## src/rtl/dmem_arbiter.sv

```systemverilog
// Data-memory arbiter: a processor port (P) and a loader/debug port (D)
// share one single-ported dmem through round-robin grants and locked D bursts.
//
// Ports:
//   clock, reset          - rising-edge clock, synchronous active-low reset
//   p_req/p_wren/p_addr/p_wdata -> p_gnt/p_rvalid/p_rdata : processor port
//   d_req/d_lock/d_wren/d_addr/d_wdata -> d_gnt/d_rvalid/d_rdata : loader port
//   mem_addr/mem_data/mem_wren -> dmem, mem_q <- dmem (1-cycle read latency)
//   owner                 - FSM state (00 idle, 01 P, 10 D, 11 D burst)
module dmem_arbiter #(
  parameter int ADDR_W    = 12,
  parameter int DATA_W    = 32,
  parameter int MAX_BURST = 16
) (
  input  logic              clock,
  input  logic              reset,
  input  logic              p_req,
  input  logic              p_wren,
  input  logic [ADDR_W-1:0] p_addr,
  input  logic [DATA_W-1:0] p_wdata,
  output logic              p_gnt,
  output logic              p_rvalid,
  output logic [DATA_W-1:0] p_rdata,
  input  logic              d_req,
  input  logic              d_lock,
  input  logic              d_wren,
  input  logic [ADDR_W-1:0] d_addr,
  input  logic [DATA_W-1:0] d_wdata,
  output logic              d_gnt,
  output logic              d_rvalid,
  output logic [DATA_W-1:0] d_rdata,
  output logic [ADDR_W-1:0] mem_addr,
  output logic [DATA_W-1:0] mem_data,
  output logic              mem_wren,
  input  logic [DATA_W-1:0] mem_q,
  output logic [1:0]        owner
);

  localparam int CW = $clog2(MAX_BURST + 1);
  localparam logic [CW-1:0] LAST = CW'(MAX_BURST - 1);

  typedef enum logic [1:0] {
    S_IDLE  = 2'b00,
    S_P     = 2'b01,
    S_D     = 2'b10,
    S_BURST = 2'b11
  } state_t;

  state_t          state, state_nxt;
  logic            last_d, last_d_nxt;
  logic [CW-1:0]   burst_cnt, cnt_nxt, cnt_inc;
  logic            p_rv_q, d_rv_q;
  logic [DATA_W-1:0] p_hold, d_hold;

  assign cnt_inc = burst_cnt + 1'b1;

  always_comb begin
    p_gnt      = 1'b0;
    d_gnt      = 1'b0;
    state_nxt  = S_IDLE;
    last_d_nxt = last_d;
    cnt_nxt    = '0;
    // grants are suppressed for the whole reset cycle
    if (reset) begin
      if (state == S_BURST && d_req && d_lock) begin
        d_gnt = 1'b1;
      end else if (p_req && d_req) begin
        p_gnt = last_d;
        d_gnt = !last_d;
      end else begin
        p_gnt = p_req;
        d_gnt = d_req;
      end
    end
    unique case (1'b1)
      p_gnt: begin
        state_nxt  = S_P;
        last_d_nxt = 1'b0;
      end
      d_gnt: begin
        last_d_nxt = 1'b1;
        if (!d_lock) begin
          state_nxt = S_D;
        end else if (state != S_BURST) begin
          // the entry grant is the first beat of the burst
          state_nxt = S_BURST;
        end else if (cnt_inc == LAST) begin
          // burst exhausted: drop to D so round robin favours P next
          state_nxt = S_D;
        end else begin
          state_nxt = S_BURST;
          cnt_nxt   = cnt_inc;
        end
      end
      default: ;
    endcase
  end

  always_comb begin
    mem_addr = '0;
    mem_data = '0;
    mem_wren = 1'b0;
    unique case (1'b1)
      p_gnt: begin
        mem_addr = p_addr;
        mem_data = p_wdata;
        mem_wren = p_wren;
      end
      d_gnt: begin
        mem_addr = d_addr;
        mem_data = d_wdata;
        mem_wren = d_wren;
      end
      default: ;
    endcase
  end

  always_ff @(posedge clock) begin
    if (!reset) begin
      state     <= S_IDLE;
      last_d    <= 1'b1;
      burst_cnt <= '0;
      p_rv_q    <= 1'b0;
      d_rv_q    <= 1'b0;
      p_hold    <= '0;
      d_hold    <= '0;
    end else begin
      state     <= state_nxt;
      last_d    <= last_d_nxt;
      burst_cnt <= cnt_nxt;
      p_rv_q    <= p_gnt && !p_wren;
      d_rv_q    <= d_gnt && !d_wren;
      if (p_rv_q) p_hold <= mem_q;
      if (d_rv_q) d_hold <= mem_q;
    end
  end

  // an asserted reset cancels a read completing in that cycle
  assign p_rvalid = p_rv_q && reset;
  assign d_rvalid = d_rv_q && reset;
  assign p_rdata  = p_rvalid ? mem_q : p_hold;
  assign d_rdata  = d_rvalid ? mem_q : d_hold;
  assign owner    = state;

endmodule

```

## config.mk

```make
export PLATFORM = sky130hd
export DESIGN_NAME = dmem_arbiter
export DESIGN_NICKNAME = d
export VERILOG_FILES = /design/src/rtl/dmem_arbiter.sv
export SDC_FILE = /design/constraint.sdc
export NUM_CORES = 1
export LEC_CHECK = 0
export CAP_MARGIN = 10
export CORE_MARGIN = 1
export CORE_UTILIZATION = 41
export CTS_CLUSTER_DIAMETER = 100
export CTS_CLUSTER_SIZE = 16
export DETAILED_ROUTE_END_ITERATION = 10
export GPL_TIMING_DRIVEN = 0
export PLACE_DENSITY = 0.88
export REMOVE_ABC_BUFFERS = 1
export SLEW_MARGIN = 25
export SYNTH_ARGS = -nofsm -noshare
export SYNTH_HDL_FRONTEND = slang
export SYNTH_SLANG_ARGS = --single-unit
```

## constraint.sdc

```tcl
create_clock -name clock -period 3 [get_ports clock]
set_input_delay 0.6 -clock clock [delete_from_list [all_inputs] [get_ports clock]]
set_output_delay 0.6 -clock clock [all_outputs]
set_load 0.005 [all_outputs]
```

==> summary.md, run 1 <==
The run finished with clean final reports. Floorplan die area: 10000 µm². By area the synthesized netlist is led by sky130_fd_sc_hd__dfxtp_1, sky130_fd_sc_hd__mux2i_1, sky130_fd_sc_hd__mux2_2.

The total setup violations reported at the end of the flow is 0. The mean area per synthesized cell is 10.4 µm². In the synthesized netlist the dominant register cell turns out to be sky130_fd_sc_hd__dfxtp_1.

The number of antenna violations at the first check in global routing is 2, and the reported leakage power is 0.00263 µW. Relative to the synthesized area, the layout overhead comes to 73.9%. In this run the cell area measured after placement is 6410 µm². The library cells used most frequently in the layout, excluding fill and tap cells, are sky130_fd_sc_hd__clkdlybuf4s50_1, sky130_fd_sc_hd__dfxtp_1, sky130_fd_sc_hd__mux2i_1, sky130_fd_sc_hd__nor2_1, sky130_fd_sc_hd__mux2_2. TritonCTS built the clock tree.

In this run the worst path has a maximum fanout of 6. For the final count of hold timing violations, the log shows 0. In this run, the number of DRC markers left after iteration 0 of detailed routing was 122.

Between clock sinks in the finished design, the worst skew comes to 10.3 ps. Hold timing on the final database bottoms out at a slack of 497 ps. The logs give 21.9 mm for the global-route wire length before repair and 2 for the maximum buffer depth of the clock tree. For the worst setup path, the data arrival time is 2360 ps.

Quantity of hold-fixing buffers added after cts: 0. In this design, the stage delay of the slowest critical-path cell is 530 ps. Counting I/O delays and the setup requirement, the final critical path takes 2960 ps. The worst-case vdd ir drop was 0.279 mV; the area of the mapped netlist was 3950 µm². The type of the worst setup path is primary input to primary output. The final core area utilization came out at 0.739. In this run, synthesis inferred 0 flip-flops with an integrated enable. The actual transition at the worst max-transition pin is 467 ps. Synthesis produced 380 cells. In this run the standard cell core region covers 9280 µm². The logs give 0.688 for the max-slew headroom at the worst pin and 0 for the count of synthesis-stage warnings from yosys. Summing over every cut layer, the via total after detailed routing is 3991. Proportion of layout cells with a drive suffix above 1: 0.168. Library cell with the largest summed area after synthesis: sky130_fd_sc_hd__dfxtp_1.

Leaving out fill and tap cells, the most frequent cell in the layout is sky130_fd_sc_hd__clkdlybuf4s50_1. For the maximum level of the CTS H-tree, the log shows 3. Power spread over the standard cell area amounts to 353 nW/µm². The max-slew violation count is 0, and the placement row count is 35. In this run the remaining antenna-violating nets after routing total 0. With fillers left out, the area of the finished cells amounts to 6860 µm². Latest clock arrival within the worst-skew pair: 340 ps.

The worst setup path is launched from a primary input. The first detailed-routing pass took 4 iterations. After detailed routing, the number of remaining DRC violations is 0. OpenSTA, run right after detailed placement, puts the worst setup slack at -616 ps. After layout, the worst setup slack is 40.7 ps. The min-delay analysis places its worst path in the category register to register. The clock drives 74 sinks. STA puts the critical path data required time at 2400 ps. In this run, CTS created clock tree buffers numbering 9. The worst setup path is captured at a primary output. Once detailed placement completed, the half-perimeter wirelength came to 10.0 mm. The die height was 100 µm. After global routing the overflow that remains totals 0.

The total global routing track utilization came out at 0.291. Width of the chip: 100 µm. The run gives 242 as the number of placed I/O pins. Standard cell with the maximum stage delay on the critical path: sky130_fd_sc_hd__clkdlybuf4s50_1. The post-synthesis async set-or-reset flop share was 0. Setup repair after global routing left no endpoint under its margin. The run gives 27 as the count of cell types in the netlist.

The tools report the max-capacitance violation count as 0. The congestion estimate from routability-driven global placement came to 0.915. At the end of the flow, the number of nets in the layout was 748.

For the number of global-route vias before repair, the log shows 4120. Summed over all layers, the routed wires come to 15.1 mm. The via-per-instance ratio is 5.29. The buffer type at the clock tree root is sky130_fd_sc_hd__clkbuf_8. The critical path goes through dlygate4sd2_1, and3_4, o21ai_4, buf_4, and3_4, a22o_1, clkdlybuf4s50_1.

The share of synthesized area occupied by flip-flops and latches is 0.376. Maximum number of pins on one net before global-route repair: 42. Grouping stages by cell kind, the critical path spends the most delay in buffers and inverters. Counting both buffers and inverters, the worst setup path holds a total of 3. Starting density of the core: 0.425. The number of port buffers was 241. Power comes to 2420 µW. The top achievable clock speed was 338 MHz; the clock edge transition at the registers on the reported setup and hold paths was 90 ps.

The fraction of post-synthesis cell area in the top cell type by area came out at 0.376. Share of the clock period used by the worst path: 0.986. By instance count, the cell type seen most on the critical path is sky130_fd_sc_hd__and3_4. In this run, synthesis produced a sequential element count of 74. The mean routed wirelength per cell was 20.0 µm.
==> final cells by class <==
cell class / instances / area, µm²
Sequential cell: 74 / 1490
Fill cell: 648 / 2420
Clock inverter: 7 / 77.6
Tap cell: 129 / 161
Inverter: 4 / 15.0
Clock buffer: 9 / 124
Multi-Input combinational cell: 280 / 2440
Antenna cell: 2 / 5.00
Timing Repair Buffer: 250 / 2550
==> synth_stat cells, types with 3 or more instances <==
| cell | n |
|---|---|
| sky130_fd_sc_hd__nor2_1 | 64 |
| sky130_fd_sc_hd__inv_1 | 4 |
| sky130_fd_sc_hd__mux2_2 | 52 |
| sky130_fd_sc_hd__dfxtp_1 | 74 |
| sky130_fd_sc_hd__nand2_1 | 6 |
| sky130_fd_sc_hd__mux2_1 | 12 |
| sky130_fd_sc_hd__mux2i_1 | 64 |
| sky130_fd_sc_hd__a22o_1 | 45 |
| sky130_fd_sc_hd__clkbuf_1 | 6 |
| sky130_fd_sc_hd__buf_6 | 4 |
| sky130_fd_sc_hd__buf_2 | 21 |
| sky130_fd_sc_hd__nand3_1 | 4 |
| sky130_fd_sc_hd__xor2_1 | 3 |
| sky130_fd_sc_hd__nor3_2 | 5 |
==> through the flow <==
step,setup TNS (ps),instances
floorplan,-29030,348
finish,0,755
CTS,0,751
global placement,-180970,718
global route,0,755
detailed placement,-32610,721
==> worst paths after layout <==
check	start	end	slack (ps)	cells after the start
worst max-delay path	d_lock	mem_addr[11]	40	7
worst min-delay path	d_hold[6]	d_hold[6]	500	2
worst max register to register	burst_cnt[0]	owner[0]	1240	5
worst min register to register	d_hold[6]	d_hold[6]	500	2
==> kinds of logic after synthesis <==
group	Yosys count	share of synthesized area
buffers and inverters	36	0.0485
muxes	128	0.345
and+or+nand+nor	87	0.102
AOI/OAI and AO/OA	49	0.114
DFF	74	0.376
xor gates and xnor gates	4	0.00888
adders and majority gates	2	0.00634
==> layer usage <==
layer / vias up / routed length, µm / track usage
li1: 1872 / - / -
met1: 1885 / 5490 / 0.299
met2: 189 / 7800 / 0.531
met3: 45 / 1110 / 0.0808
met4: 0 / 724 / 0.166
met5: - / 0 / 0
==> where the power goes <==
group,switching [µW],total (µW),internal (µW)
combinational,212,596,384
clock,402,794,392
sequential,25.1,1030,1010
total,639,2420,1780
==> worst min-delay path: stages, from the launching register on <==
cell and delay (ps):
sky130_fd_sc_hd__dfxtp_1 330, sky130_fd_sc_hd__mux2i_1 60, sky130_fd_sc_hd__nor2_1 70
==> flip-flops by register name (all words and copies together), names as in the netlist <==
register   cells
burst_cnt      5
d_hold        32
d_rv_q         1
last_d         1
owner          2
p_hold        32
p_rv_q         1
==> repair_timing <==
action / 4_1_cts / 5_1_grt
pin swaps: 5 / 1
hold endpoints to repair: 0 / 0
setup endpoints to repair: 95 / 46
buffers inserted: 6 / 0
cloned: 8 / 2
gates resized for setup: 20 / 7
(Power assumes the default switching activity.)
==> inputs of run 2 (changes only) <==
--- a/config.mk
+++ b/config.mk
@@ -5,7 +5,7 @@
 export SDC_FILE = /design/constraint.sdc
 export NUM_CORES = 1
 export LEC_CHECK = 0
-export CAP_MARGIN = 10
+export CAP_MARGIN = 20
 export CORE_MARGIN = 1
 export CORE_UTILIZATION = 41
 export CTS_CLUSTER_DIAMETER = 100
==> results of run 2 <==
Same layout as run 1: the final DEF is identical, and so are final timing and power.
